==> src/rtl/pf_iod_lvds_rx_pkg.sv <==
`default_nettype none
// ============================================================================
//  Module      : pf_iod_lvds_rx_pkg
//  Description : Shared types and default training constants for the LVDS RX
//                lane. The TX training generator uses the same defaults.
//  Revision    : 1.0 - initial release
// ============================================================================
package pf_iod_lvds_rx_pkg;

    // Word-alignment controller states
    typedef enum logic [2:0] {
        ST_IDLE    = 3'd0,
        ST_COMPARE = 3'd1,
        ST_SLIP    = 3'd2,
        ST_WAIT    = 3'd3,
        ST_LOCKED  = 3'd4,
        ST_FAIL    = 3'd5
    } align_state_t;

    // Default training parameters, common to TX generator and RX aligner
    localparam int         DEF_DATA_WIDTH    = 4;
    localparam logic [3:0] DEF_TRAIN_PATTERN = 4'b1100;
    localparam int         DEF_MATCH_COUNT   = 16;
    localparam int         DEF_SLIP_WAIT     = 8;
    localparam int         DEF_MAX_SLIPS     = 8;
    localparam int         DEF_LOSS_COUNT    = 4;

    // Bits needed for a counter that must be able to hold the value 'limit'
    function automatic int cnt_width(input int limit);
        return $clog2(limit + 1);
    endfunction

endpackage
`default_nettype wire

==> src/rtl/pf_iod_lvds_rx_sat_cnt.sv <==
`default_nettype none
// ============================================================================
//  Module      : pf_iod_lvds_rx_sat_cnt
//  Description : Saturating up-counter with synchronous clear. Clear wins over
//                increment; the count stops at LIMIT and never wraps.
//  Revision    : 1.0 - initial release
// ============================================================================
module pf_iod_lvds_rx_sat_cnt #(
    parameter int LIMIT = 8,
    parameter int WIDTH = $clog2(LIMIT + 1)
) (
    input  logic             clk,
    input  logic             rst_n,
    input  logic             clr_i,
    input  logic             inc_i,
    output logic [WIDTH-1:0] cnt_o
);

    localparam logic [WIDTH-1:0] C_LIMIT = WIDTH'(LIMIT);

    logic [WIDTH-1:0] cnt_q;
    logic [WIDTH-1:0] cnt_d;

    // Next count: clear, saturating increment, or hold
    always_comb begin
        cnt_d = cnt_q;
        if (clr_i) begin
            cnt_d = '0;
        end else if (inc_i && (cnt_q < C_LIMIT)) begin
            cnt_d = cnt_q + 1'b1;
        end
    end

    // Count register
    always_ff @(posedge clk or negedge rst_n) begin
        if (!rst_n) begin
            cnt_q <= '0;
        end else begin
            cnt_q <= cnt_d;
        end
    end

    assign cnt_o = cnt_q;

endmodule
`default_nettype wire

==> src/rtl/pf_iod_lvds_rx_bitslip_align.sv <==
`default_nettype none
// ============================================================================
//  Module      : pf_iod_lvds_rx_bitslip_align
//  Description : LVDS RX word-alignment controller (divided-clock domain).
//                Compares deserialized words against the training pattern,
//                pulses bit_slip_o to the clock divider until the boundary
//                matches, then reports lock and monitors for loss of lock.
//  Revision    : 1.0 - initial release
// ============================================================================
module pf_iod_lvds_rx_bitslip_align
    import pf_iod_lvds_rx_pkg::*;
#(
    parameter int                    DATA_WIDTH    = DEF_DATA_WIDTH,
    parameter logic [DATA_WIDTH-1:0] TRAIN_PATTERN = DEF_TRAIN_PATTERN,
    parameter int                    MATCH_COUNT   = DEF_MATCH_COUNT,
    parameter int                    SLIP_WAIT     = DEF_SLIP_WAIT,
    parameter int                    MAX_SLIPS     = DEF_MAX_SLIPS,
    parameter int                    LOSS_COUNT    = DEF_LOSS_COUNT
) (
    input  logic                           clk,
    input  logic                           rst_n,
    input  logic [DATA_WIDTH-1:0]          rx_data_i,
    input  logic                           train_en_i,
    output logic                           bit_slip_o,
    output logic                           rx_aligned_o,
    output logic                           align_err_o,
    output logic [$clog2(MAX_SLIPS+1)-1:0] slip_cnt_o
);

    localparam int C_MATCH_W = cnt_width(MATCH_COUNT);
    localparam int C_WAIT_W  = cnt_width(SLIP_WAIT);
    localparam int C_LOSS_W  = cnt_width(LOSS_COUNT);
    localparam int C_SLIP_W  = cnt_width(MAX_SLIPS);

    // Terminal values: the transition fires on the cycle that completes the count
    localparam logic [C_MATCH_W-1:0] C_MATCH_LAST = C_MATCH_W'(MATCH_COUNT - 1);
    localparam logic [C_WAIT_W-1:0]  C_WAIT_LAST  = C_WAIT_W'(SLIP_WAIT - 1);
    localparam logic [C_LOSS_W-1:0]  C_LOSS_LAST  = C_LOSS_W'(LOSS_COUNT - 1);
    localparam logic [C_SLIP_W-1:0]  C_SLIP_MAX   = C_SLIP_W'(MAX_SLIPS);

    align_state_t state_q;
    align_state_t state_d;

    logic bit_slip_q;
    logic rx_aligned_q;
    logic align_err_q;

    logic [C_MATCH_W-1:0] match_cnt_q;
    logic [C_WAIT_W-1:0]  wait_cnt_q;
    logic [C_LOSS_W-1:0]  loss_cnt_q;
    logic [C_SLIP_W-1:0]  slip_cnt_q;

    logic w_match;
    logic w_match_clr;
    logic w_match_inc;
    logic w_wait_clr;
    logic w_wait_inc;
    logic w_loss_clr;
    logic w_loss_inc;
    logic w_slip_clr;
    logic w_slip_inc;

    assign w_match = (rx_data_i == TRAIN_PATTERN);

    // Next-state and counter control; every counter clears unless its state holds it
    always_comb begin
        state_d     = state_q;
        w_match_clr = 1'b1;
        w_match_inc = 1'b0;
        w_wait_clr  = 1'b1;
        w_wait_inc  = 1'b0;
        w_loss_clr  = 1'b1;
        w_loss_inc  = 1'b0;
        w_slip_clr  = 1'b0;
        w_slip_inc  = 1'b0;

        case (state_q)
            ST_IDLE: begin
                if (train_en_i) begin
                    state_d = ST_COMPARE;
                end
            end

            ST_COMPARE: begin
                if (!train_en_i) begin
                    state_d = ST_IDLE;
                end else if (w_match) begin
                    w_match_clr = 1'b0;
                    w_match_inc = 1'b1;
                    if (match_cnt_q == C_MATCH_LAST) begin
                        state_d = ST_LOCKED;
                    end
                end else if (slip_cnt_q < C_SLIP_MAX) begin
                    state_d    = ST_SLIP;
                    w_slip_inc = 1'b1;
                end else begin
                    state_d = ST_FAIL;
                end
            end

            // Slip pulse always lasts exactly one cycle, even when aborting
            ST_SLIP: begin
                state_d = train_en_i ? ST_WAIT : ST_IDLE;
            end

            // Divider/deserializer settle time: incoming data is ignored
            ST_WAIT: begin
                if (!train_en_i) begin
                    state_d = ST_IDLE;
                end else begin
                    w_wait_clr = 1'b0;
                    w_wait_inc = 1'b1;
                    if (wait_cnt_q == C_WAIT_LAST) begin
                        state_d = ST_COMPARE;
                    end
                end
            end

            // Live traffic when train_en_i is low: hold lock, loss counter parked at 0
            ST_LOCKED: begin
                w_match_clr = 1'b0;
                if (train_en_i && !w_match) begin
                    if (loss_cnt_q == C_LOSS_LAST) begin
                        state_d     = ST_COMPARE;
                        w_match_clr = 1'b1;
                        w_slip_clr  = 1'b1;
                    end else begin
                        w_loss_clr = 1'b0;
                        w_loss_inc = 1'b1;
                    end
                end
            end

            ST_FAIL: begin
                if (!train_en_i) begin
                    state_d = ST_IDLE;
                end
            end

            default: begin
                state_d = ST_IDLE;
            end
        endcase

        // A new attempt starts from IDLE with a fresh slip budget
        if (state_d == ST_IDLE) begin
            w_slip_clr = 1'b1;
        end
    end

    // State and output registers; outputs decode the next state so they align with it
    always_ff @(posedge clk or negedge rst_n) begin
        if (!rst_n) begin
            state_q      <= ST_IDLE;
            bit_slip_q   <= 1'b0;
            rx_aligned_q <= 1'b0;
            align_err_q  <= 1'b0;
        end else begin
            state_q      <= state_d;
            bit_slip_q   <= (state_d == ST_SLIP);
            rx_aligned_q <= (state_d == ST_LOCKED);
            align_err_q  <= (state_d == ST_FAIL);
        end
    end

    pf_iod_lvds_rx_sat_cnt #(
        .LIMIT (MATCH_COUNT),
        .WIDTH (C_MATCH_W)
    ) u_match_cnt (
        .clk   (clk),
        .rst_n (rst_n),
        .clr_i (w_match_clr),
        .inc_i (w_match_inc),
        .cnt_o (match_cnt_q)
    );

    pf_iod_lvds_rx_sat_cnt #(
        .LIMIT (SLIP_WAIT),
        .WIDTH (C_WAIT_W)
    ) u_wait_cnt (
        .clk   (clk),
        .rst_n (rst_n),
        .clr_i (w_wait_clr),
        .inc_i (w_wait_inc),
        .cnt_o (wait_cnt_q)
    );

    pf_iod_lvds_rx_sat_cnt #(
        .LIMIT (LOSS_COUNT),
        .WIDTH (C_LOSS_W)
    ) u_loss_cnt (
        .clk   (clk),
        .rst_n (rst_n),
        .clr_i (w_loss_clr),
        .inc_i (w_loss_inc),
        .cnt_o (loss_cnt_q)
    );

    pf_iod_lvds_rx_sat_cnt #(
        .LIMIT (MAX_SLIPS),
        .WIDTH (C_SLIP_W)
    ) u_slip_cnt (
        .clk   (clk),
        .rst_n (rst_n),
        .clr_i (w_slip_clr),
        .inc_i (w_slip_inc),
        .cnt_o (slip_cnt_q)
    );

    assign bit_slip_o   = bit_slip_q;
    assign rx_aligned_o = rx_aligned_q;
    assign align_err_o  = align_err_q;
    assign slip_cnt_o   = slip_cnt_q;

endmodule
`default_nettype wire
==> config.mk <==
export PLATFORM = sky130hd
export DESIGN_NAME = pf_iod_lvds_rx_bitslip_align
export DESIGN_NICKNAME = d
export VERILOG_FILES = /design/src/rtl/pf_iod_lvds_rx_pkg.sv /design/src/rtl/pf_iod_lvds_rx_sat_cnt.sv /design/src/rtl/pf_iod_lvds_rx_bitslip_align.sv
export SDC_FILE = /design/constraint.sdc
export NUM_CORES = 1
export LEC_CHECK = 0
export CORE_MARGIN = 2
export CORE_UTILIZATION = 45
export CTS_CLUSTER_DIAMETER = 50
export DETAILED_ROUTE_END_ITERATION = 10
export PLACE_DENSITY = 0.76
export SYNTH_ARGS = -nofsm -noshare
export SYNTH_HDL_FRONTEND = slang
export SYNTH_HIERARCHICAL = 1
export SYNTH_SLANG_ARGS = --single-unit
==> constraint.sdc <==
create_clock -name clk -period 1.61 [get_ports clk]
set_input_delay 0.2415 -clock clk [delete_from_list [all_inputs] [get_ports clk]]
set_output_delay 0.2415 -clock clk [all_outputs]
set_load 0.05 [all_outputs]
==> results of run 1 <==
## final cells by class
type | count | share of cell area, %
Multi-Input combinational cell | 81 | 39.8
Sequential cell | 22 | 30.8
Timing Repair Buffer | 52 | 23.4
Tap cell | 30 | 2.09
Clock inverter | 1 | 1.67
Clock buffer | 3 | 1.26
Inverter | 5 | 1.05
## per-layer routing
metal | vias up | GRT usage [%]
met2 | 22 | 34.9
met1 | 500 | 22.2
li1 | 500 | -
met4 | 0 | 11.1
met5 | - | 0
met3 | 9 | 3.95
## sequential cells by signal, summed over array words and instances, names as in the netlist
signal             count
align_err_o            1
bit_slip_o             1
u_match_cnt/cnt_o      5
u_loss_cnt/cnt_o       3
state_q                3
rx_aligned_o           1
u_slip_cnt/cnt_o       4
u_wait_cnt/cnt_o       4
## where the power goes
part	switching [mW]	total [mW]	internal (mW)
Combinational	0.101	0.195	0.0941
Clock	0.175	0.426	0.252
Sequential	0.00984	0.573	0.563
Total	0.286	1.19	0.909
## kinds of logic after synthesis
logic type / after synthesis / share of synthesized area, %
multiplexers: 4 / 3.76
XOR/XNOR: 4 / 2.92
AND/OR/NAND/NOR: 53 / 29.9
adder cells (fa/ha/maj): 4 / 4.18
AO/OA/AOI/OAI: 16 / 11.8
buffers and inverters: 5 / 1.57
flip-flops: 22 / 45.9
## timing repair
item | 4_1_cts | 5_1_grt
pin swaps | 12 | 12
endpoints found under the setup margin | 6 | 11
resized for setup | 9 | 13
cloned | 0 | 0
buffers inserted | 7 | 9
## cell usage in the layout, fill, tap and decap left out, types with 3 or more instances in the layout
master          n
dlygate4sd2_1   3
xor2_1          4
buf_4          45
dfrtp_1        21
a41oi_1         3
mux2i_1         3
nand2_1         3
nor2_1         15
clkbuf_4        3
inv_1           3
nand3b_1        4
nor2b_1         4
nand2b_4        6
ha_1            4
## path summary, 6_finish.rpt
kind / start / end / slack, ns
setup / recovery: u_loss_cnt/cnt_o[2]$_DFFE_PN0P_ / u_slip_cnt/cnt_o[0]$_DFFE_PN0P_ / -0.01
hold / removal: rst_n / u_match_cnt/cnt_o[0]$_DFFE_PN0P_ / 0.25
max in group asynchronous: rst_n / state_q[2]$_DFF_PN0_ / 1.12
min in group clk: train_en_i / bit_slip_o$_DFF_PN0_ / 0.38
hold reg to reg: u_wait_cnt/cnt_o[3]$_DFFE_PN0P_ / u_wait_cnt/cnt_o[3]$_DFFE_PN0P_ / 0.59
setup reg to reg: u_loss_cnt/cnt_o[2]$_DFFE_PN0P_ / u_slip_cnt/cnt_o[0]$_DFFE_PN0P_ / -0.01
## worst register-to-register path, stage by stage, from the launching register on
cell and delay, ns:
dfrtp_1 0.40, nand3b_1 0.27, nor2_4 0.18, a2bb2oi_2 0.16, o311ai_2 0.12, a32o_2 0.32
a21oi_2 0.11
==> flow_metrics.py, run 1 <==
metrics = {
    "worst_setup_path": {
        "cp.buffers_inverters": 0,
        "worst_stage_delay_on_the_critical_path_ns": 0.40,
        "critical_path.endpoint_type": "register",
        "crit_chain": "nand3b_1, nor2_4, a2bb2oi_2, o311ai_2, a32o_2, a21oi_2",
        "family_with_the_most_delay_on_the_worst_path": "compound AO/OA/AOI/OAI gates",
        "timing.critical_path.from_type": "register",
        "reg2regPathDepth": 6,
        "critical_path.max_fanout": 4,
        "worstPathRequired_ns": 1.86,
        "cp_num_cells": 6,
        "worstPathArrival_ns": 1.87,
        "critical_path.slowest_cell": "dfrtp_1",
        "path_class": "reg -> reg",
    },
    "drt": {
        "wl_met2_mm": 1.57,
        "highest_routing_layer_actually_used": "met4",
        "detail_route.first_pass.iterations": 4,
        "detailroute.wirelength.met3_um": 101,
        "drt-vias-per-instance": 5.31,
        "residual_drc": 0,
        "final_antenna_net_count": 0,
        "route.vias.total": 1031,
        "initialDrtViolationCount": 24,
        "post_drt_wl_per_cell_um": 15.2,
        "wl_met1_mm": 1.20,
        "finalWirelength_mm": 2.95,
    },
    "timing": {
        "maxClockFrequency_mhz": 617,
        "maxSlewViolCount": 0,
        "tns_ns": -0.0138,
        "period_needed_ns": 1.62,
        "timing.final.hold_violations": 0,
        "final.hold.worst_slack_ns": 0.251,
        "tightestPinTransition_ns": 0.403,
        "rsz0062_at_grt": "true",
        "timing.final.crit_share_pct": 101,
        "report.final.setup_viol": 2,
        "slew_headroom_pct": 73.2,
        "clock_skew_ns": 0.00266,
        "timing.final.ws_setup_ns": -0.0104,
    },
    "clock_tree": {
        "cts.clk_slew.worst_paths_ns": 0.12,
        "tritoncts_clock_tree": "yes",
        "htree_num_levels": 1,
        "clk_latency_ns": 0.31,
        "cts_made_buffers": 3,
        "ctsRootBufferMaster": "clkbuf_4",
        "clock_sink_count": 22,
        "cts_buffer_depth": 2,
        "cts_hold_repair.buffers": 0,
    },
    "die": {
        "rows": 18,
        "core_area_um2": 2500,
        "floorplan.io_pins": 14,
        "die_h_um": 55.6,
        "design.die.area_um2": 3090,
        "die_w_um": 55.6,
        "initial_core_utilization_pct": 47.9,
    },
    "power": {
        "power_leakage_nw": 0.879,
        "post-layout-total-power_mw": 1.19,
        "power_density_nw_per_um2": 666,
        "worst_ir_drop_vdd_mv": 0.586,
    },
    "global_routing": {
        "grt_first_pass_wirelength_mm": 4.85,
        "grt_start_max_net_pins": 23,
        "grt_overflow_total": 0,
        "antenna_found_initial": 0,
        "global_route.usage.total_pct": 19.8,
        "grt_pass1_vias": 1099,
    },
    "yosys": {
        "synth.ff_latch_count": 22,
        "yosysUniqueCellTypes": 36,
        "area_share_of_the_largest_cell_type_after_synthesis_pct": 45.9,
        "leading_register_cell_type_out_of_synthesis": "dfrtp_1",
        "ys_async_sr_fraction_pct": 100,
        "synth_area_um2": 1200,
        "synth_top_area_cell": "dfrtp_1",
        "synthesis.area_per_instance_um2": 11.1,
        "synth_commonest_cells": "dfrtp_1 (22), nor2_1 (17), inv_1 (5)",
        "syn-num-nets": 119,
        "synthMostInstantiatedCell": "dfrtp_1",
        "yosysSeqAreaShare_pct": 45.9,
        "post_synth_inst_count": 108,
        "synth.yosys.warnings": 6,
        "synth-edff-count": 0,
        "synth.top_cells.by_area": "dfrtp_1 (46%), nor2_1 (5.3%), ha_1 (4.2%)",
    },
    "placed_design": {
        "routabilityCongestion": 0.913,
        "place_worst_setup_slack_ns": -0.398,
        "portBuffers": 13,
        "number_of_cells_after_detailed_placement": 174,
        "detailed_place.area_um2": 1550,
        "place_hpwl_mm": 1.93,
    },
    "min_path": {
        "min-delay-path-class": "in -> async",
    },
    "run": {
        "drv_cap": 0,
    },
    "finish": {
        "final_cell_count_no_fill": 194,
        "drive_above_1_share_pct": 47.6,
        "final.fill_count": 176,
        "ff_latch_area_um2": 552,
        "syn_to_final_growth_pct": 49.6,
        "multi_input_comb_area_um2": 713,
        "num-nets-final": 176,
        "finish.utilization_pct": 71.7,
        "design_area_um2": 1790,
        "antenna_cells": 0,
    },
    "run_status": {
        "outcome": "finished, violations left",
        "failed_checks": "setup timing",
    },
}
No activity file was read; power rests on OpenSTA's default activity.
==> run 2: changes to the inputs <==
--- a/config.mk
+++ b/config.mk
@@ -5,11 +5,13 @@
 export SDC_FILE = /design/constraint.sdc
 export NUM_CORES = 1
 export LEC_CHECK = 0
+export CAP_MARGIN = 20
 export CORE_MARGIN = 2
 export CORE_UTILIZATION = 45
 export CTS_CLUSTER_DIAMETER = 50
 export DETAILED_ROUTE_END_ITERATION = 10
-export PLACE_DENSITY = 0.76
+export PLACE_DENSITY = 0.69
+export SETUP_SLACK_MARGIN = 0.15
 export SYNTH_ARGS = -nofsm -noshare
 export SYNTH_HDL_FRONTEND = slang
 export SYNTH_HIERARCHICAL = 1
==> flow_metrics.py, run 2 (same netlist as run 1, synthesis figures left out) <==
metrics = {
    "global_routing": {
        "grt_first_pass_wirelength_mm": 4.60,
        "antenna_found_initial": 0,
        "global_route.usage.total_pct": 18.7,
        "grt_pass1_vias": 1058,
        "grt_overflow_total": 0,
        "grt_start_max_net_pins": 23,
    },
    "finish": {
        "number_of_flip_flops_in_the_largest_register": 5,
        "design_area_um2": 1780,
        "syn_to_final_growth_pct": 48.9,
        "drive_above_1_share_pct": 48.4,
        "mostFrequentLayoutCell": "buf_4",
        "num-nets-final": 167,
        "antenna_cells": 0,
        "finish.utilization_pct": 71.4,
        "leading_cell_types_in_the_layout_fill_and_taps_excluded": "buf_4 (32), dfrtp_1 (21), nor2_1 (12)",
    },
    "placed_design": {
        "portBuffers": 13,
        "place_hpwl_mm": 1.80,
        "routabilityCongestion": 0.843,
        "detailed_place.area_um2": 1550,
    },
    "worst_setup_path": {
        "regToRegStartpoint": "u_loss_cnt/cnt_o[2]$_DFFE_PN0P_",
        "critical_path.slowest_cell": "dfrtp_1",
        "timing.critical_path.from_type": "register",
        "cp.buffers_inverters": 0,
        "worstPathRequired_ns": 1.87,
        "critical_path.max_fanout": 4,
        "crit_chain": "nand3b_1, nor2_4, a2bb2oi_2, o311ai_2, a32o_2, a21oi_2",
        "family_with_the_most_delay_on_the_worst_path": "compound AO/OA/AOI/OAI gates",
        "path_class": "reg -> reg",
        "crit_reg_reg_endpoint": "u_slip_cnt/cnt_o[0]$_DFFE_PN0P_",
        "critical_path.endpoint_type": "register",
        "worst_stage_delay_on_the_critical_path_ns": 0.40,
        "reg2regPathDepth": 6,
        "r2r_setup_slack_ns": 0.005,
        "worstPathArrival_ns": 1.86,
    },
    "drt": {
        "drt-vias-per-instance": 5.31,
        "residual_drc": 0,
        "initialDrtViolationCount": 21,
        "post_drt_wl_per_cell_um": 14.3,
        "finalWirelength_mm": 2.65,
        "route.vias.total": 982,
        "detail_route.first_pass.iterations": 4,
        "final_antenna_net_count": 0,
    },
    "timing": {
        "maxClockFrequency_mhz": 623,
        "slew_headroom_pct": 75.8,
        "tightestPinTransition_ns": 0.360,
        "report.final.setup_viol": 0,
        "rsz0062_at_grt": "true",
        "clock_skew_ns": 0.00728,
        "timing.final.hold_violations": 0,
        "timing.final.crit_share_pct": 99.7,
        "tns_ns": 0,
        "final.hold.worst_slack_ns": 0.239,
        "maxSlewViolCount": 0,
        "period_needed_ns": 1.60,
    },
    "clock_tree": {
        "clock_sink_count": 22,
        "cts_hold_repair.buffers": 0,
        "clk_latency_ns": 0.32,
        "cts_made_buffers": 3,
        "cts_buffer_depth": 2,
        "ctsRootBufferMaster": "clkbuf_4",
        "htree_num_levels": 1,
        "cts.clk_slew.worst_paths_ns": 0.13,
        "tritoncts_clock_tree": "yes",
    },
    "die": {
        "die_w_um": 55.6,
        "rows": 18,
        "floorplan.io_pins": 14,
        "die_h_um": 55.6,
        "initial_core_utilization_pct": 47.9,
        "design.die.area_um2": 3090,
        "core_area_um2": 2500,
    },
    "power": {
        "net-switching-power_uw": 298,
        "switching_share_pct": 24.8,
        "power_density_nw_per_um2": 674,
        "post-layout-total-power_mw": 1.20,
        "power_frac_clock_pct": 36.3,
        "worst_ir_drop_vdd_mv": 0.508,
        "intPower_uw": 904,
        "power_leakage_nw": 0.838,
        "share_seq_of_total_power_pct": 47.6,
        "power_frac_comb_pct": 16.1,
    },
    "run_status": {
        "outcome": "complete, no violations",
    },
    "run": {
        "drv_cap": 0,
    },
    "min_path": {
        "min-delay-path-class": "in -> async",
    },
}
==> run 2: final cells by class <==
class	count	area [um2]
fill	179	716
clock inverter	1	30.0
clock buffer	3	22.5
tap	30	37.5
timing repair buffer	43	368
multi-input combinational	81	756
sequential	22	552
inverter	5	18.8
==> run 2: layer usage <==
layer  routed length, um  global-route usage (%)
met4                  48                    7.67
met2                1400                    31.5
met5                   0                       0
met1                1090                    23.8
met3                 111                    3.26
==> run 2: how the worst max path moves through the flow <==
stage                                    start                          endpoint  slack (ns)  cells after the start
5_1_grt        u_loss_cnt/cnt_o[2]$_DFFE_PN0P_   u_slip_cnt/cnt_o[2]$_DFFE_PN0P_       -0.07                      6
4_1_cts        u_loss_cnt/cnt_o[2]$_DFFE_PN0P_   u_slip_cnt/cnt_o[0]$_DFFE_PN0P_       0.008                      6
2_1_floorplan             state_q[1]$_DFF_PN0_  u_match_cnt/cnt_o[3]$_DFFE_PN0P_        0.05                      5
3_5_place_dp                      rx_data_i[2]   u_slip_cnt/cnt_o[1]$_DFFE_PN0P_       -0.39                      7
6_report       u_loss_cnt/cnt_o[2]$_DFFE_PN0P_   u_slip_cnt/cnt_o[0]$_DFFE_PN0P_       0.005                      6
3_3_place_gp                      rx_data_i[2]   u_slip_cnt/cnt_o[0]$_DFFE_PN0P_       -0.35                      7
==> run 2: power groups by stage <==
stage               logic, mW  registers (mW)  clock network, mW
finish                  0.193           0.572              0.436
global route            0.208           0.575              0.463
CTS                     0.182           0.572              0.446
detailed placement      0.165           0.582                  0
global placement        0.161           0.582                  0
floorplan              0.0667           0.604                  0
==> run 2: what timing repair did <==
item | CTS | global route
endpoints found under the hold margin | 0 | 0
buffers inserted | 5 | 7
endpoints found under the setup margin | 14 | 19
pin swaps | 10 | 11
resized for setup | 13 | 16
==> run 2: through the flow <==
| stage | worst slack, ns | instances |
|---|---|---|
| floorplan | 0.0480 | 108 |
| global placement | -0.347 | 169 |
| detailed placement | -0.392 | 169 |
| CTS | 0.00800 | 178 |
| global route | -0.0652 | 185 |
| finish | 0.00506 | 185 |
